**config.mk**
```make
export PLATFORM = sky130hd
export DESIGN_NAME = fetch_unit
export DESIGN_NICKNAME = d
export VERILOG_FILES = /design/src/rtl/fetch_unit_pkg.sv /design/src/rtl/fetch_unit_pc_register.sv /design/src/rtl/fetch_unit.sv
export SDC_FILE = /design/constraint.sdc
export NUM_CORES = 1
export LEC_CHECK = 0
export CORE_ASPECT_RATIO = 1.4
export CORE_MARGIN = 2
export CORE_UTILIZATION = 40
export CTS_CLUSTER_DIAMETER = 100
export DETAILED_ROUTE_END_ITERATION = 10
export PLACE_DENSITY = 0.79
export SLEW_MARGIN = 10
export SYNTH_ARGS = -nofsm -noshare
export SYNTH_HDL_FRONTEND = slang
export SYNTH_SLANG_ARGS = --single-unit
```
**constraint.sdc**
```tcl
create_clock -name i_clk -period 3.21 [get_ports i_clk]
set_input_delay 0.321 -clock i_clk [delete_from_list [all_inputs] [get_ports i_clk]]
set_output_delay 0.321 -clock i_clk [all_outputs]
set_load 0.01 [all_outputs]
```
**src/rtl/fetch_unit_pkg.sv**
```systemverilog
// Shared types and constants for the instruction fetch stage.
package fetch_unit_pkg;

    typedef logic [31:0] t_data;

    typedef enum logic [1:0] {
        FETCH_IDLE    = 2'd0,
        FETCH_FETCH   = 2'd1,
        FETCH_DISCARD = 2'd2
    } t_fetch_state;

    localparam t_data INSTRUCTION_BYTES = 32'd4;
    localparam t_data PC_ALIGN_MASK     = 32'h0000_0003;

endpackage

```
**src/rtl/fetch_unit_pc_register.sv**
```systemverilog
// Program counter: loads a word-aligned redirect target or advances by one instruction.
module pc_register
    import fetch_unit_pkg::*;
#(
    parameter t_data RESET_VECTOR = 32'h0000_0000
) (
    input  logic  i_clk,
    input  logic  i_reset_n,
    input  logic  i_load,
    input  t_data i_load_value,
    input  logic  i_advance,
    output t_data o_pc
);

    t_data pc_q, pc_d;

    always_comb begin
        pc_d = pc_q;
        if (i_load) begin
            pc_d = i_load_value & ~PC_ALIGN_MASK;
        end else if (i_advance) begin
            pc_d = pc_q + INSTRUCTION_BYTES;
        end
    end

    always_ff @(posedge i_clk or negedge i_reset_n) begin
        if (!i_reset_n) begin
            pc_q <= RESET_VECTOR;
        end else begin
            pc_q <= pc_d;
        end
    end

    assign o_pc = pc_q;

endmodule

```
**src/rtl/fetch_unit.sv**
```systemverilog
// Fetch stage: issues word-aligned memory requests, buffers one instruction for decode,
// and drops wrong-path responses after a redirect.
module fetch_unit
    import fetch_unit_pkg::*;
#(
    parameter t_data RESET_VECTOR = 32'h0000_0000
) (
    input  logic  i_clk,
    input  logic  i_reset_n,
    output logic  o_imem_req,
    output t_data o_imem_addr,
    input  logic  i_imem_ready,
    input  t_data i_imem_rdata,
    input  logic  i_redirect,
    input  t_data i_redirect_target,
    output logic  o_valid,
    input  logic  i_ready,
    output t_data o_instruction,
    output t_data o_pc
);

    t_fetch_state state_q, state_d;
    logic         valid_q, valid_d;
    t_data        instr_q, instr_d;
    t_data        pc_q, pc_d;
    t_data        discard_addr_q, discard_addr_d;
    t_data        fetch_pc;
    logic         pc_advance;
    logic         issue;
    logic         accept;

    pc_register #(
        .RESET_VECTOR (RESET_VECTOR)
    ) u_pc_register (
        .i_clk        (i_clk),
        .i_reset_n    (i_reset_n),
        .i_load       (i_redirect),
        .i_load_value (i_redirect_target),
        .i_advance    (pc_advance),
        .o_pc         (fetch_pc)
    );

    // Once raised in FETCH the request holds: an unaccepted request leaves the buffer empty.
    always_comb begin
        issue = 1'b0;
        case (state_q)
            FETCH_FETCH:   issue = !valid_q || i_ready;
            FETCH_DISCARD: issue = 1'b1;
            default:       issue = 1'b0;
        endcase
    end

    assign accept      = issue && i_imem_ready;
    assign o_imem_req  = issue;
    // The PC already points at the redirect target, so the stranded request keeps its own address.
    assign o_imem_addr = (state_q == FETCH_DISCARD) ? discard_addr_q : fetch_pc;

    always_comb begin
        state_d        = state_q;
        valid_d        = valid_q;
        instr_d        = instr_q;
        pc_d           = pc_q;
        discard_addr_d = discard_addr_q;
        pc_advance     = 1'b0;

        if (valid_q && i_ready) begin
            valid_d = 1'b0;
        end

        case (state_q)
            FETCH_IDLE: begin
                state_d = FETCH_FETCH;
            end
            FETCH_FETCH: begin
                if (i_redirect) begin
                    if (issue && !i_imem_ready) begin
                        state_d        = FETCH_DISCARD;
                        discard_addr_d = fetch_pc;
                    end
                end else if (accept) begin
                    valid_d    = 1'b1;
                    instr_d    = i_imem_rdata;
                    pc_d       = fetch_pc;
                    pc_advance = 1'b1;
                end
            end
            FETCH_DISCARD: begin
                if (i_imem_ready) begin
                    state_d = FETCH_FETCH;
                end
            end
            default: begin
                state_d = FETCH_IDLE;
            end
        endcase

        if (i_redirect) begin
            valid_d = 1'b0;
        end
    end

    always_ff @(posedge i_clk or negedge i_reset_n) begin
        if (!i_reset_n) begin
            state_q        <= FETCH_IDLE;
            valid_q        <= 1'b0;
            instr_q        <= '0;
            pc_q           <= '0;
            discard_addr_q <= '0;
        end else begin
            state_q        <= state_d;
            valid_q        <= valid_d;
            instr_q        <= instr_d;
            pc_q           <= pc_d;
            discard_addr_q <= discard_addr_d;
        end
    end

    assign o_valid       = valid_q;
    assign o_instruction = instr_q;
    assign o_pc          = pc_q;

endmodule

```
* Word-level counts from Yosys, hierarchy flattened
Cells that the tools add are included.
** Storage, ports and cells
- Input port bits :: 69
- Bits in registers :: 131
- Output and inout port bits :: 98
** Operators by class
- Muxes and demuxes :: 15
- Reduce and logical (&&, ||, !) cells :: 11
- $add $sub $neg :: 1
- Eq/ne operators :: 5
- Bitwise operators :: 1
** Operator list (count)
- $mux W32 :: 3
- $add A32 B3 Y32 const B :: 1
- $reduce_and A3 Y1 :: 3
- $mux W1 :: 7
- $mux W2 :: 3
- $ne A2 B2 Y1 const B :: 3
- $pmux W2 S3 :: 1
- $logic_and A1 B1 Y1 :: 3
- $eq A2 B1 Y1 const B :: 1
- $eq A2 B2 Y1 const B :: 1
- $logic_not A1 Y1 :: 2
- $logic_not A2 Y1 :: 1
- $pmux W1 S2 :: 1
- $reduce_bool A2 Y1 :: 1
- $logic_or A1 B1 Y1 :: 1
- $not A1 Y1 :: 1

* Logic depth before layout (Yosys ltp)
Gate-level depths: netlist of run 1.
- Word-level depth :: 9
- Gate-level depth with buffers :: 8

* Hierarchy
Synthesis of run 1 repeated with hierarchy kept, for this count alone.
** Unflattened totals
- Cell total of the unflattened synthesis :: 455
- Area, all modules :: 6222.2 um^2
** By module, submodules not included
- fetch_unit :: area an instance 4493.1 um^2, seq. area each 2477.4 um^2, times used 1, cells an instance 263
- pc_register :: area an instance 1729.2 um^2, seq. area each 750.7 um^2, times used 1, cells an instance 192

* Worst setup path before layout of run 1
Ideal clock, no wire load.
- Path type :: register to register
- Start :: register state_q[0]
- End :: register u_pc_register.pc_q[14] (netlist: u_pc_register.o_pc[14])
- Slack :: 1.049 ns
- Data required time :: 3.141 ns
- Setup time :: 0.069 ns
- Period minus slack after synthesis :: 2.161 ns
- Cell stages (with the launch flop) :: 9
- Data arrival time :: 2.092 ns
- Path buffers :: 2
- Cell sequence :: dfrtp_1 > inv_1 > ha_1 > nand3_1 > clkbuf_1 > or4_1 > clkbuf_1 > or4_1 > nand3_1
** On the way
- Cells in the longest elaborated chain, start to end :: 7
- Elaborated cells between the ends (all ways) :: 8
** Ends and longest elaborated chain
- from (decl) :: RTL line fetch_unit.sv:22 : t_fetch_state state_q, state_d;
- from (signal assigned) :: RTL line fetch_unit.sv:110 : state_q <= state_d;
- $eq A2 B2 Y1 / $eq A2 B1 Y1 (equally long branches) :: RTL line fetch_unit.sv:46, fetch_unit.sv:70
- $pmux W1 S2 :: RTL line fetch_unit.sv:46 : case (state_q)
- $logic_and A1 B1 Y1 :: RTL line fetch_unit.sv:53 : assign accept = issue && i_imem_ready;
- $mux W1 :: RTL line fetch_unit.sv:80 : end else if (accept) begin
- $mux W1 :: RTL line fetch_unit.sv:75 : if (i_redirect) begin
- $mux W1 (*) :: RTL line fetch_unit.sv:70 : case (state_q)
- $reduce_bool A2 Y1 (no source line) (*)
- to (signal assigned) :: RTL line fetch_unit_pc_register.sv:30 : pc_q <= pc_d;
- to (decl) :: RTL line fetch_unit_pc_register.sv:15 : t_data pc_q, pc_d;
Mark *: on every way between the ends. The rest lies on a longest branch, timed or not.
A chain may end at the register's enable or synchronous reset.

* Final worst setup path of run 1
- Start :: register state_q[0]
- End :: output o_imem_addr[3]
** On the way
- Cells in the longest elaborated chain, start to end :: 2
** Ends and longest elaborated chain
- $eq A2 B2 Y1 :: RTL line fetch_unit.sv:56 : assign o_imem_addr = (state_q == FETCH_DISCARD) ? discard_addr_q : fetch_pc;
- $mux W32 :: RTL line fetch_unit.sv:56
- to (decl) :: RTL line fetch_unit.sv:11 : output t_data o_imem_addr,
No other way between the ends.

==> summary.md, run 1 <==
| Metric | Value |
|---|---|
| Worst path depth | `5` |
| Die ar. | `15800 µm²` |
| Setup TNS | `0 ns` |
| Max FO, Critical Path | `27` |
| H-tree levels | `4` |
| Slowest cell on crit path | `clkdlybuf4s50_1` |
| Post-Route WL | `16100 µm` |
| Number of remaining DRC errors | `0` |
| Initial antenna violation count | `0` |
| CP Launch Type | `register` |
| Xor-xnor portion of the synthesized cell area | `1.33%` |
| Hold buffers post-CTS | `0` |
| Gate Count Post-Synth | `490` |
| Tightest Pin Transition | `0.837 ns` |
| Total power | `7650 µW` |
| Post-CTS setup buffer count | `0` |
| Post-DR wirelength/cell | `19.1 µm` |
| Crit path capture type | `primary output` |
| Dpl cell area | `7670 µm²` |
| Pre-CTS WS | `0.494 ns` |
| Cts bufs inserted | `17` |
| Worst vdd rail ir drop | `0.477 mV` |
| Mux contribution to synthesized area | `22.9%` |
| Ant diodes | `0` |
| I/O Buffers | `160` |
| Worst path max stage delay | `0.51 ns` |
| Setup violations, final | `0` |
| Post-DR vias/cell | `5.50` |
| Fmax | `363 MHz` |
| Via count | `4623` |
| CP bufs+invs | `3` |
| Placer Congestion | `0.776` |
| Worst Path Required | `2.89 ns` |
| Root Buffer | `clkbuf_16` |
| Worst Hold Class | `in2async` |
| Area fraction in and, or, nand and nor cells after synthesis | `11.6%` |
| Tmin final | `2.76 ns` |
| CTS max path bufs | `2` |
| Clk_skew | `0.00636 ns` |
| Final global-route overflow total | `0` |
| Synth Cell Area | `5910 µm²` |
| DRT iter0 DRCs | `335` |
| #FFs+latches synth | `125` |
| CTS tree | `done` |
| Share of layout cells above drive strength 1 | `26.1%` |
| Compound-Gate Fraction of Synth Area | `6.36%` |
| IO Count | `167` |
| Core area | `14400 µm²` |
| Nets | `712` |
| Slew HR | `44.2%` |
| First-pass DRT Iterations | `4` |
| Failing checks | `hold timing` |
| Final hold violation count | `18` |
| Clock Latency Late Sink | `0.40 ns` |
| R2R Path End | `u_pc_register.o_pc[21]$_DFFE_PN0P_` |
| Crit path arrival time | `2.43 ns` |
| R2r setup slk | `0.47 ns` |
| Status | `finished with violations` |
| Worst setup path end | `o_imem_addr[3]` |
| RSZ-0062 raised after global routing | `false` |
| First-pass GRT wire length | `25800 µm` |
| Final Cycle Share | `85.8%` |
| Area Growth Syn to Fin | `41.3%` |
| Post-Syn Area per Cell | `12.1 µm²` |
| Number of nets still failing antenna checks after routing | `0` |
| DP HPWL | `11000 µm` |
| Met3 usage | `4.50%` |
| MaxCap Viol Count | `0` |
| Critical Path Source | `state_q[0]$_DFFE_PN0P_` |
| Family with the most delay on the worst path | `buffers and inverters` |
| Clk sink count | `125` |
| Synth unique cells | `44` |
| Largest net degree at the start of global routing | `90` |
| Final instance area | `8350 µm²` |
| Hold slack final | `-0.0370 ns` |
| R2r worst-path depth | `7` |
| Synth Area in Adders | `0.847%` |
| Met1 Use GR | `24.5%` |
| R2R Path Start | `state_q[0]$_DFFE_PN0P_` |
| Die height | `148 µm` |
| Yosys warnings | `0` |
| Post_cts resized | `0` |
| Seq/Total Area, Yosys | `53.0%` |
| Largest family of logic cells by synthesized area | `multiplexers` |
| Cell breakdown of the critical path | `inv_1 -> ha_2 -> buf_12 -> mux2_2 -> clkdlybuf4s50_1` |
| Final setup margin | `0.455 ns` |
| M2 GR Usage | `37.4%` |
| Worst setup path class | `reg2out` |
| Worst-path clk slew | `0.06 ns` |
| Max Slew Vio Count | `0` |
| Global routing's busiest layer | `met2` |
| Row count | `52` |
| Static Leak | `0.00329 µW` |
| GRT Total Usage | `21.1%` |
| Vias in the first global route | `4938` |
| DIE WIDTH | `107 µm` |
| PwrDens | `917 nW/µm²` |
| Initial Util | `40.9%` |
==> final cells by class <==
type                            instances  area, µm²
Timing Repair Buffer                  172       1720
Multi-Input combinational cell        317       2560
Tap cell                              189        236
Clock buffer                           19        443
Inverter                                6       22.5
Sequential cell                       125       3130
Fill cell                            1200       6100
Clock inverter                         13        236
==> placed cells by master (no fill, tap or decap), types with 4 or more instances in the layout <==
master,count
nand4_1,14
clkinvlp_4,4
buf_4,10
o21ai_0,15
bufinv_16,6
a21oi_1,4
o211ai_1,5
conb_1,4
nand2_1,28
o31ai_1,15
clkbuf_16,17
or4_1,20
nand3_1,14
a31oi_1,15
clkdlybuf4s50_1,159
dfrtp_1,125
xnor2_1,7
mux2_2,119
nor4_1,6
nor2_1,17
inv_1,5
==> report_power, final <==
group | total [µW] | switching, µW | internal [µW]
registers | 2610 | 394 | 2220
clock network | 2200 | 715 | 1480
logic | 2840 | 1130 | 1710
total | 7650 | 2240 | 5410
==> routing by layer <==
metal | wire length (µm) | up-vias
li1 | - | 2101
met1 | 6050 | 2329
met2 | 8840 | 158
met3 | 747 | 35
met4 | 443 | 0
met5 | 0 | -
==> logic make-up after synthesis <==
logic type	count (synthesis)
flops	125
simple gates	122
mux	120
compound gates	58
buf+inv	51
xor+xnor	9
fa+ha+maj	4
other cells	1
==> worst min-delay path by stage <==
stage          startpoint                              to  slack [ns]  cells after the start
3_5_place_dp    i_reset_n             o_pc[6]$_DFFE_PN0P_        0.46                      1
2_1_floorplan   i_reset_n  discard_addr_q[10]$_DFFE_PN0P_        0.03                      0
3_3_place_gp    i_reset_n             o_pc[5]$_DFFE_PN0P_        0.44                      1
4_1_cts         i_reset_n             o_pc[6]$_DFFE_PN0P_        0.02                      1
6_report        i_reset_n             o_pc[2]$_DFFE_PN0P_       -0.04                      1
5_1_grt         i_reset_n             o_pc[6]$_DFFE_PN0P_        0.05                      1
==> synth_stat cells, drive strengths merged <==
cell	count	area (µm²)
ha	4	50.1
and2	1	6.26
nor3	3	15.0
a311o	1	10.0
nand2	28	105
xor2	2	17.5
and4	3	26.3
nor2b	1	6.26
a21oi	4	20.0
xnor2	7	61.3
o311ai	2	17.5
or3b	1	8.76
o21ai	15	75.1
nand3	15	80.1
or4	21	161
dfrtp	125	3130
or2	1	6.26
nor4	6	37.5
inv	5	18.8
a2bb2oi	1	8.76
nand4	15	100
nor3b	1	7.51
or3	3	18.8
buf	21	121
mux2i	1	10.0
nand4b	1	8.76
clkinv	1	3.75
conb	1	3.75
a31oi	15	93.8
nor4b	1	8.76
mux2	119	1340
o211ai	5	37.5
and3	1	6.26
clkbuf	24	92.6
nor2	18	67.6
o31ai	15	113
nand2b	2	12.5
==> worst reg2reg max path, stage by stage, from the launching register on <==
cell,delay [ns]
dfrtp_1,0.40
inv_1,0.10
ha_2,0.39
nor3b_1,0.10
buf_4,0.19
or3_1,0.68
or4_1,0.58
a31oi_1,0.21
==> sequential cells by signal, summed over array words and instances, names as in the netlist <==
register,flops
discard_addr_q,30
o_instruction,32
state_q,2
o_pc,30
o_valid,1
u_pc_register.o_pc,30
==> through the flow <==
stage | instances | hold slack, ns | utilization (%)
finish | 841 | -0.0370 | 57.8
global route | 841 | 0.0494 | 57.8
CTS | 841 | 0.0242 | 57.8
detailed placement | 809 | 0.457 | 53.1
global placement | 809 | 0.445 | 53.1
floorplan | 493 | 0.0254 | -
(Power assumes the default switching activity.)
==> inputs of run 2 (changes only) <==
--- a/config.mk
+++ b/config.mk
@@ -5,12 +5,13 @@
 export SDC_FILE = /design/constraint.sdc
 export NUM_CORES = 1
 export LEC_CHECK = 0
+export ABC_AREA = 1
 export CORE_ASPECT_RATIO = 1.4
 export CORE_MARGIN = 2
 export CORE_UTILIZATION = 40
 export CTS_CLUSTER_DIAMETER = 100
 export DETAILED_ROUTE_END_ITERATION = 10
-export PLACE_DENSITY = 0.79
+export PLACE_DENSITY = 0.78
 export SLEW_MARGIN = 10
 export SYNTH_ARGS = -nofsm -noshare
 export SYNTH_HDL_FRONTEND = slang
==> run 2 against run 1 <==
The flow now finishes without violations; combinational power down 15%; largest power group is now registers; cell area grew 1.5%; synthesized cell count increased by 67%.
==> summary.md, run 2 <==
| Metric | Value |
|---|---|
| Status | `completed` |
| PwrDens | `801 nW/µm² (-13%)` |
| Core area | `15100 µm² (+4.2%)` |
| Critical Path Source | `state_q[0]$_DFFE_PN0P_` |
| Post-CTS setup buffer count | `0 (unchanged)` |
| Part of the power in registers | `36.3% (+2.2 points)` |
| Switching Fraction | `33.3% (+4.1 points)` |
| Final core occ | `56.3% (-1.5 points)` |
| Number of nets still failing antenna checks after routing | `0 (unchanged)` |
| Setup TNS | `0 ns (unchanged)` |
| Final instance area | `8470 µm² (+1.5%)` |
| Min-delay src | `i_imem_rdata[22]` |
| First-pass DRT Iterations | `5 (+1)` |
| First-pass GRT wire length | `26800 µm (+3.8%)` |
| Row count | `53 (+1.9%)` |
| Worst Hold Class | `in2reg` |
| DP HPWL | `12000 µm (+8.8%)` |
| Number of synthesized flops with an enable pin | `0 (unchanged)` |
| Max Slew Vio Count | `0 (unchanged)` |
| R2r worst-path depth | `10 (+3)` |
| Cts bufs inserted | `17 (unchanged)` |
| Hold Crit Depth | `3` |
| Yosys warnings | `0 (unchanged)` |
| Combinational fraction of design power | `35.6% (-1.6 points)` |
| Hold slack final | `0.436 ns (+0.473 ns)` |
| Setup violations, final | `0 (unchanged)` |
| Post-DR vias/cell | `4.89 (-11%)` |
| Fmax | `356 MHz (-1.9%)` |
| Initial Util | `40.8% (-0.059 points)` |
| Pre-CTS WS | `0.839 ns (+0.345 ns)` |
| CP Launch Type | `register` |
| Commonest cells after routing, fill and taps aside | `355 x nand2_1, 159 x clkdlybuf4s50_1, 125 x dfrtp_1, 74 x nand3_1` |
| P_sw | `2260 µW (+0.92%)` |
| GRT Total Usage | `21.1% (-0.055 points)` |
| Final global-route overflow total | `0 (unchanged)` |
| Most common cell after layout, fill and taps aside | `nand2_1` |
| Final setup margin | `0.402 ns (-0.0525 ns)` |
| DIE WIDTH | `109 µm (+1.9%)` |
| Slew HR | `58.7% (+15 points)` |
| Static Leak | `0.00396 µW (+20%)` |
| Worst-path clk slew | `0.06 ns (about the same)` |
| Clk_skew | `0.0105 ns (+0.00411 ns)` |
| Tmin final | `2.81 ns (+0.0525 ns)` |
| Commonest cells post-synth | `355 x nand2_1, 125 x dfrtp_1, 74 x nand3_1` |
| Clock power frac | `28.0% (-0.7 points)` |
| I/O Buffers | `160 (unchanged)` |
| Tightest Pin Transition | `0.619 ns (-0.218 ns)` |
| Crit path capture type | `primary output` |
| Die ar. | `16400 µm² (+3.9%)` |
| R2R Path Start | `state_q[0]$_DFFE_PN0P_` |
| P_int | `4520 µW (-16%)` |
| Nets | `1047 (+47%)` |
| CTS tree | `done` |
| CTS max path bufs | `2 (unchanged)` |
| Synth unique cells | `25 (-43%)` |
| Top sig layer | `met4` |
| Root Buffer | `clkbuf_16` |
| Number of remaining DRC errors | `0 (unchanged)` |
| Ant diodes | `0 (unchanged)` |
| Post-DR wirelength/cell | `14.1 µm (-26%)` |
| Clock Latency Late Sink | `0.41 ns (about the same)` |
| R2r setup slk | `0.95 ns (+0.48 ns)` |
| RSZ-0062 raised after global routing | `false` |
| Max FFs per register | `32 (unchanged)` |
| Worst vdd rail ir drop | `0.373 mV (-22%)` |
| Final Cycle Share | `87.5% (+1.6 points)` |
| Via count | `5762 (+25%)` |
| Post-Route WL | `16600 µm (+3.1%)` |
| Wire length on met1 | `6760 µm (+12%)` |
| Crit path arrival time | `2.49 ns (+0.06 ns)` |
| Sink of the worst hold path | `o_instruction[22]$_DFFE_PN0P_` |
| Seq/Total Area, Yosys | `50.9% (-2.1 points)` |
| Post_cts resized | `0 (unchanged)` |
| Post-Syn Area per Cell | `7.49 µm² (-38%)` |
| Area contributors post-synth | `dfrtp_1 51%, nand2_1 22%, nand3_1 6.0%, o21ai_0 4.6%, inv_1 3.5%` |
| Gate Count Post-Synth | `820 (+67%)` |
| Synth Flop Type | `dfrtp_1` |
| Post-synth ARST share | `100% (unchanged)` |
| IO Count | `167 (unchanged)` |
| Dpl cell area | `7880 µm² (+2.7%)` |
| Share of layout cells above drive strength 1 | `6.69% (-19 points)` |
| Clk sink count | `125 (unchanged)` |
| Met3 wire length | `863 µm (+16%)` |
| Worst Path Required | `2.89 ns (about the same)` |
| #FFs+latches synth | `125 (unchanged)` |
| Max FO, Critical Path | `40 (+48%)` |
| Top-count cell post-synth | `nand2_1` |
| Met2 routed WL | `8420 µm (-4.8%)` |
| Final hold violation count | `0 (-18)` |
| H-tree levels | `4 (unchanged)` |
| Largest net degree at the start of global routing | `108 (+20%)` |
| Vias in the first global route | `5577 (+13%)` |
| Synth Cell Area | `6150 µm² (+4.1%)` |
| Worst setup path class | `reg2out` |
| Post-synth top area share | `50.9% (-2.1 points)` |
| Area Growth Syn to Fin | `37.9%` |
| Placer Congestion | `0.888 (+14%)` |
| Area leader, netlist | `dfrtp_1` |
| Initial antenna violation count | `0 (unchanged)` |
| MaxCap Viol Count | `0 (unchanged)` |
| R2R Path End | `discard_addr_q[29]$_DFFE_PN0P_` |
| Die height | `151 µm (+2.0%)` |
| DRT iter0 DRCs | `393 (+17%)` |
run 2: cell types whose count changed after synthesis, moves of 7 or more:
cell      change
o21ai_1      +42
o31ai_1      -15
inv_1        +52
nor2_1       +20
xnor2_1       -7
a31oi_1      -15
nand2_1     +327
or4_1        -20
o21ai_0      +42
mux2_2      -119
nand3_1      +60
clkbuf_1      -7
nand4_1      -13
run 2: metal layers:
metal,vias to the layer above,track usage (%)
met5,-,0
met4,0,9.94
met3,42,4.24
met2,196,36.3
met1,2645,25.0
li1,2879,-
run 2: cell families (layout without fill, tap and decap cells):
group / after synthesis / after routing / share of synthesized area [%]
AOI/OAI and AO/OA: 99 / 99 / 8.06
adders and majority gates: 4 / 4 / 0.814
DFF: 125 / 125 / 50.9
other: 1 / 4 / 0.0610
buffers and inverters: 102 / 266 / 7.37
and+or+nand+nor: 487 / 487 / 32.5
xor gates and xnor gates: 2 / 2 / 0.285
run 2: power groups by stage:
stage               logic, µW  registers (µW)  clock network [µW]
finish                   2420            2460                1900
global route             2670            2530                2020
CTS                      2450            2460                1940
detailed placement       2440            2470                   0
global placement         2380            2450                   0
floorplan                 999            2580                   0
run 2: critical path, cell delays in order (launching register included):
cell and delay [ns]:
dfrtp_1 0.39, inv_1 0.10, ha_2 0.41, buf_4 0.39
nand2_1 0.08, o21ai_0 0.12, clkdlybuf4s50_1 0.58
run 2: layout make-up:
| class | count | area (µm²) |
|---|---|---|
| Timing Repair Buffer | 172 | 1700 |
| Multi-Input combinational cell | 596 | 2580 |
| Sequential cell | 125 | 3130 |
| Inverter | 62 | 235 |
| Clock inverter | 15 | 161 |
| Tap cell | 192 | 240 |
| Fill cell | 1359 | 6580 |
| Clock buffer | 17 | 425 |
run 2: worst max-delay path by stage:
stage,to,slack (ns),cells after the start
floorplan,o_instruction[10]$_DFFE_PN0P_,1.67,10
global placement,o_imem_addr[31],0.84,6
detailed placement,o_imem_addr[31],0.84,6
CTS,o_imem_addr[31],0.39,6
global route,o_imem_addr[14],0.19,6
finish,o_imem_addr[14],0.40,6
run 2: stage by stage:
| stage | total power (µW) | std cells |
|---|---|---|
| 5_1_grt | 7220 | 1179 |
| 4_1_cts | 6850 | 1179 |
| 3_5_place_dp | 4910 | 1146 |
| 6_report | 6780 | 1179 |
| 2_1_floorplan | 3580 | 823 |
| 3_3_place_gp | 4830 | 1146 |
run 2: repair_timing:
item                                    in CTS  in global routing
endpoints found under the hold margin       43                  0
endpoints found under the setup margin       0                  0
hold buffers                                 1                  0
